<file path="config.mk">
export PLATFORM = sky130hd
export DESIGN_NAME = mp_limb_add_seq
export DESIGN_NICKNAME = d
export VERILOG_FILES = /design/src/rtl/mp_limb_add_seq.sv
export SDC_FILE = /design/constraint.sdc
export NUM_CORES = 1
export LEC_CHECK = 0
export ABC_CLOCK_PERIOD_IN_PS = 2400
export CAP_MARGIN = 0
export CORE_AREA = 2 2 374 376
export DETAILED_ROUTE_END_ITERATION = 6
export DIE_AREA = 0 0 376 378
export HOLD_SLACK_MARGIN = 0.06
export PLACE_DENSITY_LB_ADDON = 0.08
export RECOVER_POWER = 100
export SLEW_MARGIN = 20
export SYNTH_ARGS = -nofsm -noshare
export SYNTH_HDL_FRONTEND = slang
export SYNTH_SLANG_ARGS = --single-unit
</file>
<file path="constraint.sdc">
create_clock -name clk -period 2.4 [get_ports clk]
set_input_delay 0.48 -clock clk [delete_from_list [all_inputs] [get_ports clk]]
set_output_delay 0.48 -clock clk [all_outputs]
set_load 0.1 [all_outputs]
</file>
<file path="src/rtl/mp_limb_add_seq.sv">
// rtl/mp_limb_add_seq.sv - limb-serial multi-precision add/subtract sequencer
//
// Purpose:
//   Feeds two LIMBS x W operands into an external W-bit combinational adder
//   one limb per cycle, LSB limb first. It chains the adder carry-out into the
//   next limb's carry-in and returns the full-width result over valid/ready.
//   Subtraction is A + ~B + ~cin. B is inverted when it is captured, so the
//   adder path is identical for both operations. A final carry of 1 means
//   no borrow.
//
// Optional feature:
//   MPADD_SIGNED_OVF_EN - when defined, res_ovf reports two's-complement
//   overflow of the top limb. When undefined, res_ovf is tied to 0.
//
// Ports:
//   clk, rst_n          clock, asynchronous active-low reset
//   in_valid/in_ready   request handshake (in_ready = IDLE)
//   op_a, op_b          W*LIMBS operands
//   op_sub, cin         operation select, carry/borrow-in
//   adder_a/b/ci        limb operands to the external adder (0 outside RUN)
//   adder_s/co          external adder sum and carry-out
//   out_valid/out_ready result handshake
//   res, res_co         W*LIMBS result and final carry (1 = no borrow on sub)
//   res_ovf             signed overflow, valid under out_valid
module mp_limb_add_seq #(
  parameter int LIMBS = 4,
  parameter int W     = 64
) (
  input  logic               clk,
  input  logic               rst_n,
  input  logic               in_valid,
  output logic               in_ready,
  input  logic [W*LIMBS-1:0] op_a,
  input  logic [W*LIMBS-1:0] op_b,
  input  logic               op_sub,
  input  logic               cin,
  output logic [W-1:0]       adder_a,
  output logic [W-1:0]       adder_b,
  output logic               adder_ci,
  input  logic [W-1:0]       adder_s,
  input  logic               adder_co,
  output logic               out_valid,
  input  logic               out_ready,
  output logic [W*LIMBS-1:0] res,
  output logic               res_co,
  output logic               res_ovf
);

  localparam int CW = $clog2(LIMBS);

  typedef enum logic [1:0] {IDLE, RUN, DONE} state_t;

  state_t                    state;
  logic [CW-1:0]             cnt;
  logic                      carry_q;
  logic [LIMBS-1:0][W-1:0]   a_q;
  logic [LIMBS-1:0][W-1:0]   b_q;   // already inverted for subtraction
  logic [LIMBS-1:0][W-1:0]   res_q;
  logic                      res_co_q;
  logic                      out_valid_q;

  logic last_limb;
  assign last_limb = (cnt == CW'(LIMBS - 1));

  assign in_ready  = (state == IDLE);
  assign out_valid = out_valid_q;
  assign res       = res_q;
  assign res_co    = res_co_q;

  // The adder inputs are driven only while limbs are being summed.
  always_comb begin
    adder_a  = '0;
    adder_b  = '0;
    adder_ci = 1'b0;
    if (state == RUN) begin
      adder_a  = a_q[cnt];
      adder_b  = b_q[cnt];
      adder_ci = carry_q;
    end
  end

  always_ff @(posedge clk or negedge rst_n) begin
    if (!rst_n) begin
      state       <= IDLE;
      cnt         <= '0;
      carry_q     <= 1'b0;
      a_q         <= '0;
      b_q         <= '0;
      res_q       <= '0;
      res_co_q    <= 1'b0;
      out_valid_q <= 1'b0;
    end else begin
      case (state)
        IDLE: begin
          if (in_valid) begin
            a_q     <= op_a;
            b_q     <= op_sub ? ~op_b : op_b;
            // A borrow-in of 1 becomes a carry-in of 0 in A + ~B + c.
            carry_q <= op_sub ? ~cin : cin;
            cnt     <= '0;
            state   <= RUN;
          end
        end
        RUN: begin
          res_q[cnt] <= adder_s;
          carry_q    <= adder_co;
          if (last_limb) begin
            res_co_q <= adder_co;
            cnt      <= '0;
            state    <= DONE;
          end else begin
            cnt <= cnt + CW'(1);
          end
        end
        DONE: begin
          // out_valid is registered on the first DONE cycle. It drops on
          // the handshake.
          if (!out_valid_q) begin
            out_valid_q <= 1'b1;
          end else if (out_ready) begin
            out_valid_q <= 1'b0;
            state       <= IDLE;
          end
        end
        default: state <= IDLE;
      endcase
    end
  end

`ifdef MPADD_SIGNED_OVF_EN
  logic res_ovf_q;
  logic sign_a;
  logic sign_b;

  assign sign_a  = a_q[LIMBS-1][W-1];
  assign sign_b  = b_q[LIMBS-1][W-1];
  assign res_ovf = res_ovf_q;

  // Overflow of A + B' + c: the operand signs match and the result sign differs.
  always_ff @(posedge clk or negedge rst_n) begin
    if (!rst_n) begin
      res_ovf_q <= 1'b0;
    end else if (state == RUN && last_limb) begin
      res_ovf_q <= (sign_a == sign_b) && (adder_s[W-1] != sign_a);
    end
  end
`else
  assign res_ovf = 1'b0;
`endif

endmodule

</file>
==> flow_summary.rst <==
.. list-table::
   :header-rows: 1

   * - Metric
     - Value
   * - Final Hold Violating Endpoints
     - 0
   * - Max-Cap Viols
     - 0
   * - Area inside the core boundary
     - 138500 sq um
   * - Avg Cell Area, Syn
     - 15.66 sq um
   * - TritonCTS Sinks
     - 775
   * - Total detailed-routing wirelength
     - 129300 microns
   * - Worst hold stages
     - 2
   * - Number of synthesized flops with an enable pin
     - 0
   * - Post-synth net total
     - 2832
   * - Number of optimization iterations in the first detailed-route pass
     - 4
   * - Buffers on Ports
     - 970
   * - Min-Delay Startpoint
     - op_a[167]
   * - Count of pins over their slew limit
     - 32
   * - Synth area leaders
     - sky130_fd_sc_hd__dfrtp_1 55%, sky130_fd_sc_hd__mux2_2 15%, sky130_fd_sc_hd__mux2_1 9.7%
   * - Worst Setup Slack, final
     - -0.5885 ns
   * - Worst Setup Path Type
     - reg2out
   * - Unrepaired setup endpoints after global routing
     - true
   * - Vertical extent of the die
     - 378 microns
   * - Critical path's top delay family
     - multiplexers
   * - Transition time at the pin with the least slew margin
     - 1.505 ns
   * - Min Tclk post-route
     - 2.988 ns
   * - Via count of the first global-routing pass
     - 25750
   * - Synth-to-Final Area Change
     - 47.04%
   * - Fraction of final layout cells with drive strength greater than 1
     - 0.4084
   * - CTS Buf Count
     - 97
   * - Clk slew on worst S/H paths
     - 0.06 ns
   * - Initial standard-cell utilization of the core
     - 0.2539
   * - Routing usage on met3
     - 0.05464
   * - GR met2 Demand/Resource
     - 0.3005
   * - Syn Inst Count
     - 2245
   * - Kind of start point of the critical path
     - flip-flop
   * - Most used standard cell by instance count after synthesis
     - sky130_fd_sc_hd__dfrtp_1
   * - Dominant cell type by area after synthesis
     - sky130_fd_sc_hd__dfrtp_1
   * - Number of primary I/O pins
     - 972
   * - CTS Buffer Depth
     - 3
   * - Post-route DRC
     - 0
   * - Top cell type's share of synthesized area
     - 0.5515
   * - Global-route usage over all layers
     - 0.1777
   * - Top fanout value on the critical path
     - 10
   * - Count of buffering cells on the critical path with inverters included
     - 3
   * - Worst Setup End Kind
     - output pin
   * - Overflow left after global routing
     - 0
   * - Number of cell instances on the worst register-to-register path
     - 9
   * - Clock tree from TritonCTS
     - done
   * - Run status
     - complete, but fails checks
   * - Wire length of the first global-routing pass
     - 183600 microns
   * - Filler Cells Inserted
     - 13260
   * - Routed via count
     - 22970
   * - Worst EP required
     - 1.92 ns
   * - Failing checks
     - slew limit, setup timing
   * - Asr flop ratio synth
     - 1.000
   * - Die X-Extent
     - 376 microns
   * - Post-route design area
     - 51700 sq um
   * - Worst path cell trace
     - buf_16 > buf_4 > mux4_2 > and2_1 > buf_12
   * - Clock latency on the worst-skew pair
     - 0.69 ns
   * - Remaining max-slew budget at the tightest pin
     - -0.003007
   * - Number of warnings reported in the yosys synthesis log
     - 0
   * - Maximum number of pins on one net before global-route repair
     - 76
   * - Terminating pin of the worst hold path
     - a_q[167]$_DFFE_PN0P_
   * - RR Startpoint
     - cnt[0]$_DFFE_PN0P_
   * - Final non-filler cell total
     - 5217
   * - Post-synthesis instance area
     - 35160 sq um
   * - Number of distinct library cells after synthesis
     - 27
   * - Post-DRT Antenna Nets
     - 0
   * - GR met1 Demand/Resource
     - 0.2005
   * - Reg2Reg Setup Slack
     - -0.21 ns
   * - Flip-flop cell with the highest count after synthesis
     - sky130_fd_sc_hd__dfrtp_1
   * - Gp weighted congestion
     - 0.7942
   * - Seq/Total Area, Yosys
     - 0.5515
   * - Highest attainable clock frequency
     - 334.6 MHz
   * - Buffer type at the clock tree root
     - sky130_fd_sc_hd__clkbuf_16
   * - Maximum single-stage delay on the critical path
     - 0.55 ns
   * - Final Setup Violations
     - 672
   * - FF+latch count, synth
     - 775
   * - Largest clock skew in the final design
     - 0.02595 ns
   * - Number of nets at the end of the flow
     - 3883
   * - Class of the tightest hold or removal check
     - in2reg
   * - Critical Path AT
     - 2.51 ns
   * - Worst r2r dst
     - res[224]$_DFFE_PN0P_
   * - Number of antenna violations at the first check in global routing
     - 60
   * - Post-placement cell count
     - 4980
   * - Final critical-path share of the clock period
     - 1.245
   * - Routed WL per cell
     - 24.79 microns
   * - Commonest cells in the synthesized netlist
     - 775 x sky130_fd_sc_hd__dfrtp_1, 465 x sky130_fd_sc_hd__mux2_2, 304 x sky130_fd_sc_hd__mux2_1
   * - Detailed Place HPWL
     - 97510 microns
   * - CTS H-tree depth
     - 3
   * - Overall die area
     - 142100 sq um
   * - Iteration-0 DRC Markers
     - 754
   * - Global route hottest layer
     - met2
   * - Number of placement rows
     - 137
   * - Library cell contributing the largest single delay on the critical path
     - sky130_fd_sc_hd__mux4_2
   * - Number of vias per cell
     - 4.403
   * - Placed Area
     - 48470 sq um
-- layer usage --
layer | vias up | part of all wire
met5 | - | 0.0024
met4 | 46 | 0.044
met3 | 237 | 0.070
met2 | 760 | 0.50
met1 | 11790 | 0.38
li1 | 10140 | -
-- placed cells by master (no fill, tap or decap), drive strengths merged --
cell type,instances
clkdlybuf4s50,580
nand2b,1
nor3b,1
buf,247
and2,129
clkinv,28
nor4b,1
mux4,128
clkbuf,420
ha,4
diode,36
xor2,257
and3b,1
dfrtp,775
o21bai,1
nand3b,5
clkinvlp,1
nor2b,1
o31ai,1
a22o,2
a21o,2
conb,1
nor2,1
a21oi,1
inv,6
a221o,1
bufinv,8
bufbuf,1
dlygate4sd3,1
mux2,769
-- worst register-to-register path: stages, from the launching register on --
cell	delay, ns
sky130_fd_sc_hd__dfrtp_4	0.53
sky130_fd_sc_hd__buf_12	0.18
sky130_fd_sc_hd__buf_12	0.14
sky130_fd_sc_hd__clkbuf_2	0.12
sky130_fd_sc_hd__clkbuf_2	0.15
sky130_fd_sc_hd__ha_2	0.22
sky130_fd_sc_hd__nand3b_1	0.08
sky130_fd_sc_hd__clkbuf_2	0.43
sky130_fd_sc_hd__buf_16	0.28
sky130_fd_sc_hd__mux2_2	0.39
-- cell families (layout without fill, tap and decap cells) --
logic type,Yosys count,after routing,share of synthesized area
other,1,37,0.0001066
xor gates and xnor gates,257,257,0.06401
AOI/OAI and AO/OA,8,8,0.001779
adders and majority gates,4,4,0.001423
and+or+nand+nor,140,140,0.02533
muxes,897,897,0.3282
DFF,775,775,0.5515
buffers and inverters,163,1292,0.02758
-- worst max-delay path by stage --
| stage | slack [ns] | end | depth (start not counted) | startpoint |
|---|---|---|---|---|
| after floorplan | 0.008 | adder_a[0] | 5 | state[1]$_DFFE_PN0P_ |
| final | -0.59 | adder_a[52] | 5 | cnt[0]$_DFFE_PN0P_ |
| after CTS | -0.71 | adder_a[32] | 6 | cnt[0]$_DFFE_PN0P_ |
| after global placement | -0.04 | a_q[20]$_DFFE_PN0P_ | 5 | in_valid |
| after detailed placement | 0.001 | a_q[22]$_DFFE_PN0P_ | 5 | in_valid |
| after global routing | -0.70 | adder_b[32] | 5 | cnt[0]$_DFFE_PN0P_ |
-- state kept, by name, summed over array words and instances (netlist names) --
register,flops
a_q,256
b_q,256
carry_q,1
cnt,2
out_valid,1
res,256
res_co,1
state,2
-- cell type report --
class | count | area [sq um] | area share
Timing Repair Buffer | 1112 | 11580 | 0.2240
Multi-Input combinational cell | 1307 | 15060 | 0.2913
Sequential cell | 775 | 19400 | 0.3752
Clock buffer | 137 | 2798 | 0.05411
Antenna cell | 36 | 90.09 | 0.001742
Inverter | 3 | 11.26 | 0.0002178
Clock inverter | 40 | 499.2 | 0.009655
Tap cell | 1807 | 2261 | 0.04373
-- metrics by stage --
step                worst slack (ns)  hold slack (ns)    util  TNS, ns
floorplan                   0.007637           0.1844       -        0
global placement            -0.03690           0.4618  0.3500  -0.6836
detailed placement          0.001097           0.4686  0.3500        0
CTS                          -0.7127           0.2976  0.3788   -84.84
global route                 -0.7004           0.3331  0.3732  -231.07
finish                       -0.5885           0.3798  0.3733   -97.95
-- what timing repair did --
| action | CTS | global route |
|---|---|---|
| gates resized for setup | 129 | 36 |
| hold buffers | 1 | 0 |
| pin swaps | 12 | 1 |
| cloned | 6 | 1 |
| setup buffers | 16 | 6 |
| hold endpoints to repair | 17 | 0 |
| endpoints found under the setup margin | 129 | 348 |
Power is left out: the tool's default activity adds up to more than one toggle a clock period on the data nets, which glitch-free logic cannot reach.
